===== config.mk =====
export PLATFORM = sky130hd
export DESIGN_NAME = matrix_loader
export DESIGN_NICKNAME = d
export VERILOG_FILES = /design/src/rtl/matmul_pkg.sv /design/src/rtl/matrix_loader_idx.sv /design/src/rtl/matrix_loader.sv
export SDC_FILE = /design/constraint.sdc
export NUM_CORES = 1
export LEC_CHECK = 0
export CAP_MARGIN = 20
export CORE_MARGIN = 3
export CORE_UTILIZATION = 44
export CTS_BUF_LIST = sky130_fd_sc_hd__clkbuf_4 sky130_fd_sc_hd__clkbuf_8 sky130_fd_sc_hd__clkbuf_16
export DETAILED_ROUTE_END_ITERATION = 16
export PLACE_DENSITY = 0.74
export SYNTH_ARGS = -nofsm -noshare
export SYNTH_HDL_FRONTEND = slang
export SYNTH_SLANG_ARGS = --single-unit

===== constraint.sdc =====
create_clock -name clk -period 1.8 [get_ports clk]
set_clock_uncertainty 0.2 [all_clocks]
set_input_delay 0.36 -clock clk [delete_from_list [all_inputs] [get_ports clk]]
set_output_delay 0.36 -clock clk [all_outputs]
set_load 0.05 [all_outputs]

===== src/rtl/matmul_pkg.sv =====
// Shared constants and the loader state encoding for the matrix-multiply datapath.
package matmul_pkg;

    localparam int DIM    = 3;
    localparam int ELEM_W = 4;
    localparam int RES_W  = 10;
    localparam int NELEM  = DIM * DIM;
    localparam int CNT_W  = 4;
    localparam int IDX_W  = 2;

    localparam logic [IDX_W-1:0] IDX_MAX  = IDX_W'(DIM - 1);
    localparam logic [CNT_W-1:0] CNT_LAST = CNT_W'(NELEM - 1);

    typedef enum logic [2:0] {
        ST_IDLE,
        ST_CLEAR,
        ST_LOAD_W,
        ST_LOAD_X,
        ST_DONE
    } loader_state_e;

endpackage


===== src/rtl/matrix_loader_idx.sv =====
// 2-D row/col wrap counter; col_major selects which coordinate advances first.
module matrix_loader_idx
    import matmul_pkg::*;
(
    input  logic             clk,
    input  logic             rst_n,
    input  logic             clr,
    input  logic             inc,
    input  logic             col_major,
    output logic [IDX_W-1:0] row,
    output logic [IDX_W-1:0] col
);

    logic [IDX_W-1:0] row_q, row_d;
    logic [IDX_W-1:0] col_q, col_d;

    // NOTE: every always_comb output gets a default first so no path leaves it unassigned (no latch).
    always_comb begin
        row_d = row_q;
        col_d = col_q;
        if (clr) begin
            row_d = '0;
            col_d = '0;
        end else if (inc) begin
            if (col_major) begin
                if (row_q == IDX_MAX) begin
                    row_d = '0;
                    col_d = (col_q == IDX_MAX) ? '0 : col_q + 1'b1;
                end else begin
                    row_d = row_q + 1'b1;
                end
            end else begin
                if (col_q == IDX_MAX) begin
                    col_d = '0;
                    row_d = (row_q == IDX_MAX) ? '0 : row_q + 1'b1;
                end else begin
                    col_d = col_q + 1'b1;
                end
            end
        end
    end

    // NOTE: state registers use non-blocking assignments so all flops update together on the edge.
    always_ff @(posedge clk or negedge rst_n) begin
        if (!rst_n) begin
            row_q <= '0;
            col_q <= '0;
        end else begin
            row_q <= row_d;
            col_q <= col_d;
        end
    end

    assign row = row_q;
    assign col = col_q;

endmodule


===== src/rtl/matrix_loader.sv =====
// Streams one 3x3 W and one 3x3 X operand into the memory banks, one element per accept.
// Define MATRIX_LOADER_XCOLMAJOR_EN to load X column-major (W stays row-major).
module matrix_loader
    import matmul_pkg::*;
(
    input  logic              clk,
    input  logic              rst_n,
    input  logic              start,
    input  logic              abort,
    input  logic              in_valid,
    input  logic [ELEM_W-1:0] in_data,
    output logic              in_ready,
    output logic [ELEM_W-1:0] data_in,
    output logic [IDX_W-1:0]  row_w,
    output logic [IDX_W-1:0]  col_w,
    output logic [IDX_W-1:0]  row_x,
    output logic [IDX_W-1:0]  col_x,
    output logic              wr_w,
    output logic              wr_x,
    output logic              clear_mem,
    output logic              busy,
    output logic              done
);

    loader_state_e     state_q, state_d;
    logic [CNT_W-1:0]  cnt_q, cnt_d;
    logic              last_q, last_d;
    logic [ELEM_W-1:0] data_q, data_d;
    logic [IDX_W-1:0]  row_w_q, row_w_d, col_w_q, col_w_d;
    logic [IDX_W-1:0]  row_x_q, row_x_d, col_x_q, col_x_d;
    logic              wr_w_q, wr_w_d, wr_x_q, wr_x_d;

    logic             loading, accept, acc_w, acc_x, last_elem;
    logic             idx_clr, col_major;
    logic [IDX_W-1:0] idx_row, idx_col;

    // last_q holds LOAD_X for one drain cycle so the final wr_x precedes done.
    assign loading   = (state_q == ST_LOAD_W) || ((state_q == ST_LOAD_X) && !last_q);
    assign in_ready  = loading && !abort;
    assign accept    = in_valid && in_ready;
    assign acc_w     = accept && (state_q == ST_LOAD_W);
    assign acc_x     = accept && (state_q == ST_LOAD_X);
    assign last_elem = (cnt_q == CNT_LAST);
    assign idx_clr   = (state_q == ST_CLEAR) || (accept && last_elem);

`ifdef MATRIX_LOADER_XCOLMAJOR_EN
    assign col_major = (state_q == ST_LOAD_X);
`else
    assign col_major = 1'b0;
`endif

    matrix_loader_idx u_idx (
        .clk       (clk),
        .rst_n     (rst_n),
        .clr       (idx_clr),
        .inc       (accept),
        .col_major (col_major),
        .row       (idx_row),
        .col       (idx_col)
    );

    always_comb begin
        state_d = state_q;
        cnt_d   = cnt_q;
        last_d  = last_q;
        unique case (state_q)
            ST_IDLE:   if (start) state_d = ST_CLEAR;
            ST_CLEAR: begin
                cnt_d   = '0;
                last_d  = 1'b0;
                state_d = ST_LOAD_W;
            end
            ST_LOAD_W: if (accept) begin
                if (last_elem) begin
                    cnt_d   = '0;
                    state_d = ST_LOAD_X;
                end else begin
                    cnt_d = cnt_q + 1'b1;
                end
            end
            ST_LOAD_X: begin
                if (last_q) begin
                    last_d  = 1'b0;
                    state_d = ST_DONE;
                end else if (accept) begin
                    if (last_elem) begin
                        cnt_d  = '0;
                        last_d = 1'b1;
                    end else begin
                        cnt_d = cnt_q + 1'b1;
                    end
                end
            end
            ST_DONE:   state_d = ST_IDLE;
            default:   state_d = ST_IDLE;
        endcase
        if (abort && (state_q != ST_IDLE)) begin
            state_d = ST_IDLE;
            cnt_d   = '0;
            last_d  = 1'b0;
        end
    end

    always_comb begin
        data_d  = accept ? in_data : data_q;
        row_w_d = acc_w ? idx_row : row_w_q;
        col_w_d = acc_w ? idx_col : col_w_q;
        row_x_d = acc_x ? idx_row : row_x_q;
        col_x_d = acc_x ? idx_col : col_x_q;
        wr_w_d  = acc_w;
        wr_x_d  = acc_x;
    end

    always_ff @(posedge clk or negedge rst_n) begin
        if (!rst_n) begin
            state_q <= ST_IDLE;
            cnt_q   <= '0;
            last_q  <= 1'b0;
            data_q  <= '0;
            row_w_q <= '0;
            col_w_q <= '0;
            row_x_q <= '0;
            col_x_q <= '0;
            wr_w_q  <= 1'b0;
            wr_x_q  <= 1'b0;
        end else begin
            state_q <= state_d;
            cnt_q   <= cnt_d;
            last_q  <= last_d;
            data_q  <= data_d;
            row_w_q <= row_w_d;
            col_w_q <= col_w_d;
            row_x_q <= row_x_d;
            col_x_q <= col_x_d;
            wr_w_q  <= wr_w_d;
            wr_x_q  <= wr_x_d;
        end
    end

    assign data_in   = data_q;
    assign row_w     = row_w_q;
    assign col_w     = col_w_q;
    assign row_x     = row_x_q;
    assign col_x     = col_x_q;
    assign wr_w      = wr_w_q;
    assign wr_x      = wr_x_q;
    assign clear_mem = (state_q == ST_CLEAR);
    assign busy      = (state_q != ST_IDLE);
    assign done      = (state_q == ST_DONE);

endmodule


== Word-level counts from Yosys, hierarchy flattened ==
Cells that the tools add are included.

* Muxes and demuxes: 23
* Eq/ne operators: 12
* Reduce and logical (&&, ||, !) cells: 20
* Add/sub/neg operators: 3

{| class="wikitable"
|+ Operators by type and width
! cell !! count
|-
| 4-bit 2-to-1 mux || 4
|-
| 3-bit 2-to-1 mux || 5
|-
| 2-bit 2-to-1 mux || 7
|-
| 3-bit by 2-bit inequality test with 1-bit output, second input constant || 4
|-
| 3-bit case mux with 4 select lines || 1
|-
| 4-bit case mux with 3 select lines || 1
|-
| 1-bit logical AND || 7
|-
| 3-bit by 2-bit == test with 1-bit output, second input constant || 2
|-
| 3-bit nonzero test || 2
|-
| 2-bit by 1-bit adder with 2-bit output, second input constant || 2
|-
| 4-bit by 1-bit adder with 4-bit output, second input constant || 1
|-
| 2-bit == test, second input constant || 2
|-
| 4-bit == test, second input constant || 1
|-
| 1-bit 2-to-1 mux || 4
|-
| 2-bit AND reduction || 2
|-
| 4-bit AND reduction || 1
|-
| 2-bit nonzero test || 2
|-
| 4-bit nonzero test || 1
|-
| 3-bit by 1-bit == test with 1-bit output, second input constant || 1
|-
| 3-bit == test, second input constant || 1
|-
| 3-bit zero test || 1
|-
| 3-bit inequality test, second input constant || 1
|-
| 1-bit zero test || 2
|-
| 1-bit logical OR || 2
|-
| 1-bit case mux with 2 select lines || 1
|}

* Output and inout bits: 18
* Input bits: 9
* Logic and storage cells: 70
* Register bits after elaboration: 26

== Logic depth before layout (Yosys ltp) ==
Gate-level depths: netlist of the first run.

* Depth after elaboration: 9
* Gate-level depth with buffers: 5

== Hierarchy ==
Synthesis of the first run repeated with hierarchy kept, for this count alone.

* Cells, all modules: 113
* Area total of the unflattened synthesis: 1,287.5 µm²

{| class="wikitable"
|+ Modules (own cells, without submodules)
! module !! instances !! cells each !! area each (µm²)
|-
| matrix_loader || 1 || 91 || 1,058.5
|-
| matrix_loader_idx || 1 || 22 || 229.0
|}

== Worst setup path before layout of the first run ==
No wires, ideal clock.

* Path kind: reg2out
* Start: register state_q[0]
* End: output port done
* Data required time: 1,240 ps
* Data arrival time: 1,785 ps
* Stages on the path, launching flop included: 3
* Path slack: -545 ps
* Cells stage by stage: dfrtp_1 buf_1 nor3b_1

* Longest elaborated chain between the ends: 1

{| class="wikitable"
|+ RTL lines
! what !! line !! RTL
|-
| from (decl) || matrix_loader.sv:25 || <nowiki>loader_state_e state_q, state_d;</nowiki>
|-
| from (signal assigned) || matrix_loader.sv:127 || <nowiki>state_q <= state_d;</nowiki>
|-
| 3-bit == test || matrix_loader.sv:149 || <nowiki>assign done = (state_q == ST_DONE);</nowiki>
|-
| to (decl) || matrix_loader.sv:22 || <nowiki>output logic done</nowiki>
|}

Every way passes these cells.

== Worst setup path in the final report of the first run ==
* Start: register state_q[2]
* End: output port in_ready

* Longest elaborated chain between the ends: 4

{| class="wikitable"
|+ RTL lines
! what !! line !! RTL
|-
| 3-bit by 2-bit == test with 1-bit output || matrix_loader.sv:38 || <nowiki>assign loading = (state_q == ST_LOAD_W) || ((state_q == ST_LOAD_X) && !last_q);</nowiki>
|-
| 1-bit logical AND || matrix_loader.sv:38 ||
|-
| 1-bit logical OR (*) || matrix_loader.sv:38 ||
|-
| 1-bit logical AND (*) || matrix_loader.sv:39 || <nowiki>assign in_ready = loading && !abort;</nowiki>
|-
| to (decl) || matrix_loader.sv:12 || <nowiki>output logic in_ready,</nowiki>
|}

Every way passes the cells marked *; elsewhere a longest branch is shown, timed or not.

==> flow_summary.json, run 1 <==
{
  "clockBufferDepth": 2,
  "tightest_slew_ns": 0.334,
  "first_iter_violations": 49,
  "avgSynthCellArea_sq_um": 11.8,
  "drive_gt1_share_pct": 48.1,
  "layout.cells.non_filler": 188,
  "grt_pass1_wl_um": 4960,
  "core_area_sq_mm": 0.00257,
  "rows": 18,
  "pin_count": 27,
  "ys_types": 39,
  "cts_root_buffer": "clkbuf_4",
  "min_period_ns": 2.12,
  "nFillCells": 148,
  "ys.flop_type": "dfrtp_1",
  "die_w_um": 59.0,
  "yosysSeqAreaShare_pct": 52.6,
  "relSlewSlack_pct": 77.7,
  "worstSkewPairLatency_ns": 0.33,
  "synth_seq_cells": 26,
  "p_leak_nw": 0.930,
  "first_global_vias": 1099,
  "fin_crit_sh_pct": 118,
  "end_kind": "output port",
  "async_flop_share_pct": 100,
  "cts_tree": "yes",
  "routedWlPerCell_um": 16.9,
  "synth_area_sq_mm": 0.00124,
  "antenna_cells": 0,
  "maxSlewViolCount": 0,
  "start_util_pct": 48.2,
  "drv_cap": 0,
  "die_height_um": 59.0,
  "routabilityCongestion": 0.801,
  "path_clk_slew_ns": 0.15,
  "cts.sinks": 26,
  "critPathMaxFanout": 2,
  "post_drt_via_cell_ratio": 5.56,
  "hold_path_class": "primary input to asynchronous set/reset pin",
  "routed_wl_um": 3180,
  "violations": "negative setup slack",
  "ir_worst_vdd_mv": 1.08,
  "setup_ws_ns": -0.320,
  "timing.hold.ws_ns": 0.172,
  "status": "finished, violations left",
  "critPathKind": "flop to output port",
  "dpl.hpwl_um": 2210,
  "grt_max_degree": 27,
  "num_vias": 1045,
  "dr.pass1.iters": 4,
  "setup_violations": 11,
  "arrival_ns": 1.56,
  "synthToLayoutAreaGrowth_pct": 64.3,
  "finalNetCount": 170,
  "grt_usage_pct": 19.0,
  "numCtsBuffers": 3,
  "dp_cells": 178,
  "cellPowerDensity_mw_per_mm2": 986,
  "globalRoute.totalOverflow": 0,
  "setup.worst_path.start_class": "flop",
  "syn_nets": 116,
  "rsz0062_at_grt": "true",
  "drc": 0,
  "synth_edf_count": 0,
  "ctsHoldBuffers": 0,
  "max_freq_ghz": 0.472,
  "crit_required_ns": 1.24,
  "ys_warn_count": 0,
  "buffer_ports.inserted": 26,
  "final_antenna_net_count": 0,
  "htree_levels": 1,
  "netlist_instances": 105,
  "grt_antenna_before_repair": 0,
  "r2r_setup_slack_ns": -0.22,
  "dieArea_sq_mm": 0.00348,
  "final-hold-violation-count": 0
}
## through the flow
step | TNS (ns) | worst slack [ns] | util [%] | power (mW) | area (sq um)
after floorplan | -0.612 | -0.119 | - | 1.12 | 1280
after global placement | -6.23 | -0.431 | 71.9 | 1.53 | 1850
after detailed placement | -6.68 | -0.470 | 71.9 | 1.55 | 1850
after CTS | -1.71 | -0.295 | 77.3 | 1.99 | 1990
after global routing | -2.53 | -0.372 | 79.2 | 2.08 | 2030
final | -1.87 | -0.320 | 79.2 | 2.00 | 2030
## final timing paths
check,start,end,cells past startpoint
max in group asynchronous,rst_n,wr_x,2
hold / removal,rst_n,state_q[1],2
hold reg to reg,cnt_q[1],cnt_q[1],2
min in group clk,cnt_q[1],cnt_q[1],2
setup / recovery,state_q[2],in_ready,4
setup reg to reg,state_q[2],row_w[1],6
## cell families after synthesis
logic type / after synthesis / share of synthesized area, %
AOI/OAI and AO/OA: 20 / 11.3
adders and majority gates: 2 / 2.02
buffers and inverters: 13 / 4.95
DFF: 26 / 52.6
muxes: 14 / 12.5
and+or+nand+nor: 30 / 16.6
## timing repair
item | in CTS | in global routing
pin swaps | 8 | 5
buffers inserted | 4 | 4
endpoints found under the hold margin | 0 | 0
endpoints found under the setup margin | 12 | 14
gates cloned | 0 | 0
resized for setup | 14 | 8
## registers in the layout, indices dropped and copies added (netlist names)
register   count
row_w          2
state_q        3
u_idx.col      2
wr_x           1
col_w          2
wr_w           1
u_idx.row      2
last_q         1
data_in        4
col_x          2
cnt_q          4
row_x          2
## cell usage in the layout (no fill, tap or decap), types with 3 or more instances in the layout
cell type and n:
dfrtp_1 26, buf_4 23, buf_12 15, mux2_2 8, buf_6 8, inv_1 7, clkdlybuf4s50_1 7, o211ai_1 4
o21ai_0 4, mux2_4 4, nand3_1 3, nand4_1 3, nand2b_1 3, nand2_1 3, clkbuf_4 3
## power breakdown
part	internal, mW	switching, mW
Clock	0.225	0.184
Sequential	0.658	0.0878
Combinational	0.435	0.414
## cell type report
class,instances,area (sq um),share of cell area (%)
Multi-Input combinational cell,66,618,30.4
Tap cell,30,37.5,1.85
Timing Repair Buffer,54,642,31.6
Clock inverter,1,30.0,1.48
Sequential cell,26,651,32.0
Clock buffer,3,22.5,1.11
Inverter,8,32.5,1.60
## critical path, cell delays in order (launching register included)
cell	delay, ns
dfrtp_1	0.42
or3b_4	0.41
buf_6	0.13
a21oi_4	0.13
buf_12	0.15
## layer usage
| layer | vias up | routed length [um] | global-route usage, % |
|---|---|---|---|
| li1 | 485 | - | - |
| met1 | 522 | 1270 | 23.3 |
| met2 | 36 | 1730 | 34.4 |
| met3 | 2 | 161 | 3.05 |
| met4 | 0 | 18 | 4.85 |
| met5 | - | 0 | 0 |
## Yosys cell counts, types with 2 or more instances
master | instances | area, sq um
dfrtp_1 | 26 | 651
mux2_2 | 12 | 135
inv_1 | 8 | 30.0
nand2_1 | 4 | 15.0
o211ai_1 | 4 | 30.0
o21ai_0 | 4 | 20.0
nand2b_1 | 3 | 18.8
nand3_1 | 3 | 15.0
nand4_1 | 3 | 18.8
a211oi_1 | 2 | 15.0
ha_1 | 2 | 25.0
mux2i_1 | 2 | 20.0
nand3b_1 | 2 | 15.0
nor2b_1 | 2 | 12.5
nor3b_1 | 2 | 15.0
o22ai_1 | 2 | 12.5
o31ai_1 | 2 | 15.0
No activity file was read; power rests on OpenSTA's default activity.
==> run 2, diff against run 1 <==
--- a/config.mk
+++ b/config.mk
@@ -12,2 +12,3 @@
 export DETAILED_ROUTE_END_ITERATION = 16
+export HOLD_SLACK_MARGIN = 0.02
 export PLACE_DENSITY = 0.74
--- a/constraint.sdc
+++ b/constraint.sdc
@@ -4,2 +4,2 @@
 set_output_delay 0.36 -clock clk [all_outputs]
-set_load 0.05 [all_outputs]
+set_load 0.005 [all_outputs]
==> run 2 against run 1 <==
Against the previous run: the flow still finishes with violations (negative setup slack); register-to-register slack better by 0.02 ns; hold slack worse by 0.0085 ns; critical path depth did not move; sequential power is 5.5% lower; setup slack improved by 0.080 ns; non-clock buffer count is 9 higher; sequential cell count unchanged; clock power hardly changed; final cell count up 4.8%; critical path type unchanged; largest power group is now sequential cells.
==> flow_summary.json, run 2 (synthesized netlist as in run 1, its figures left out) <==
{
  "synthToLayoutAreaGrowth_pct": 57.2,
  "die_w_um": 59.0,
  "critPathLaunch": "state_q[2]",
  "die_height_um": 59.0,
  "num_vias": 1079,
  "grt_usage_pct": 19.3,
  "grt_antenna_before_repair": 0,
  "first_global_vias": 1088,
  "clockBufferDepth": 2,
  "cts_tree": "yes",
  "first_iter_violations": 55,
  "drc": 0,
  "start_util_pct": 48.2,
  "crit_slowest_cell": "dfrtp_1",
  "finalNetCount": 179,
  "routedWlPerCell_um": 16.6,
  "buffer_ports.inserted": 26,
  "routed_wl_um": 3270,
  "max_freq_ghz": 0.490,
  "tightest_slew_ns": 0.470,
  "mostFrequentLayoutCells": "26 x dfrtp_1, 26 x buf_4, 11 x clkdlybuf4s50_1, 11 x buf_6, 9 x dlymetal6s2s_1",
  "core_area_sq_mm": 0.00257,
  "r2r_setup_slack_ns": -0.20,
  "routed.top_layer": "met4",
  "fin_crit_sh_pct": 113,
  "dr.pass1.iters": 4,
  "critPathKind": "flop to output port",
  "tns_ns": -2.59,
  "arrival_ns": 1.48,
  "htree_levels": 1,
  "dieArea_sq_mm": 0.00348,
  "dpl.hpwl_um": 2010,
  "critPathMaxStageDelay_ns": 0.43,
  "reg2reg_from": "state_q[2]",
  "path_clk_slew_ns": 0.16,
  "crit_family": "flip-flops",
  "critPathMaxFanout": 3,
  "final-hold-violation-count": 0,
  "drv_cap": 0,
  "hold_path_class": "primary input to asynchronous set/reset pin",
  "pin_count": 27,
  "rows": 18,
  "crit_end": "in_ready",
  "relSlewSlack_pct": 68.4,
  "min_period_ns": 2.04,
  "globalRoute.totalOverflow": 0,
  "cts_root_buffer": "clkbuf_4",
  "wl_met3_um": 167,
  "wirelength_met1_um": 1380,
  "drive_gt1_share_pct": 43.1,
  "setup_violations": 23,
  "maxSlewViolCount": 0,
  "worst-path-buf-inv": 2,
  "crit_required_ns": 1.24,
  "path_cells": "buf_6, or3b_4, a21oi_2, buf_2",
  "cts.sinks": 26,
  "status": "finished, violations left",
  "setup_ws_ns": -0.240,
  "grt_pass1_wl_um": 5030,
  "rsz0062_at_grt": "true",
  "grt_max_degree": 27,
  "numCtsBuffers": 3,
  "place_ws_ns": -0.553,
  "antenna_cells": 0,
  "worstReg2RegEnd": "row_w[1]",
  "routabilityCongestion": 0.788,
  "dr_wl_met2_um": 1670,
  "end_kind": "output port",
  "p_leak_nw": 1.05,
  "final_antenna_net_count": 0,
  "ir_worst_vdd_mv": 0.627,
  "setup.worst_path.start_class": "flop",
  "cellPowerDensity_mw_per_mm2": 807,
  "worstSkewPairLatency_ns": 0.34,
  "violations": "negative setup slack",
  "ff2ff_path_depth": 6,
  "power_mw": 1.57,
  "post_drt_via_cell_ratio": 5.48,
  "crit_cells": 4
}
run 2: worst min-delay path by stage:
stage	end	slack, ns
6_report	state_q[0]	0.16
2_1_floorplan	cnt_q[0]	-0.14
4_1_cts	data_in[2]	0.18
3_3_place_gp	data_in[3]	0.29
3_5_place_dp	data_in[1]	0.29
5_1_grt	state_q[0]	0.19
run 2: final cells by class:
| class | instances | area [sq um] |
|---|---|---|
| Clock buffer | 3 | 22.5 |
| Inverter | 8 | 30.0 |
| Multi-Input combinational cell | 66 | 596 |
| Sequential cell | 26 | 651 |
| Clock inverter | 1 | 30.0 |
| Tap cell | 30 | 37.5 |
| Timing Repair Buffer | 63 | 579 |
| Fill cell | 169 | 622 |
run 2: timing repair:
action | 4_1_cts | 5_1_grt
gates cloned | 0 | 0
endpoints found under the setup margin | 10 | 35
endpoints found under the hold margin | 0 | 0
pin swaps | 9 | 7
hold buffers | 0 | 0
resized for setup | 39 | 20
buffers inserted | 13 | 10
run 2: layer usage:
layer / vias to the layer above / global-route usage (%)
met2: 34 / 33.6
met1: 534 / 23.3
met5: - / 0
li1: 506 / -
met4: 0 / 8.09
met3: 5 / 3.70
run 2: through the flow:
stage | utilization [%] | area (sq um) | std cells | hold WS [ns]
detailed placement | 63.5 | 1630 | 173 | 0.294
global placement | 63.5 | 1630 | 173 | 0.289
finish | 75.8 | 1950 | 197 | 0.164
floorplan | - | 1240 | 105 | -0.136
CTS | 71.0 | 1820 | 188 | 0.182
global route | 75.8 | 1950 | 197 | 0.187
run 2: report_power, final:
group	leakage [nW]	switching, mW	internal (mW)	total, mW
Combinational	0.671	0.175	0.278	0.453
Sequential	0.350	0.0472	0.658	0.705
Clock	0.0279	0.186	0.226	0.412
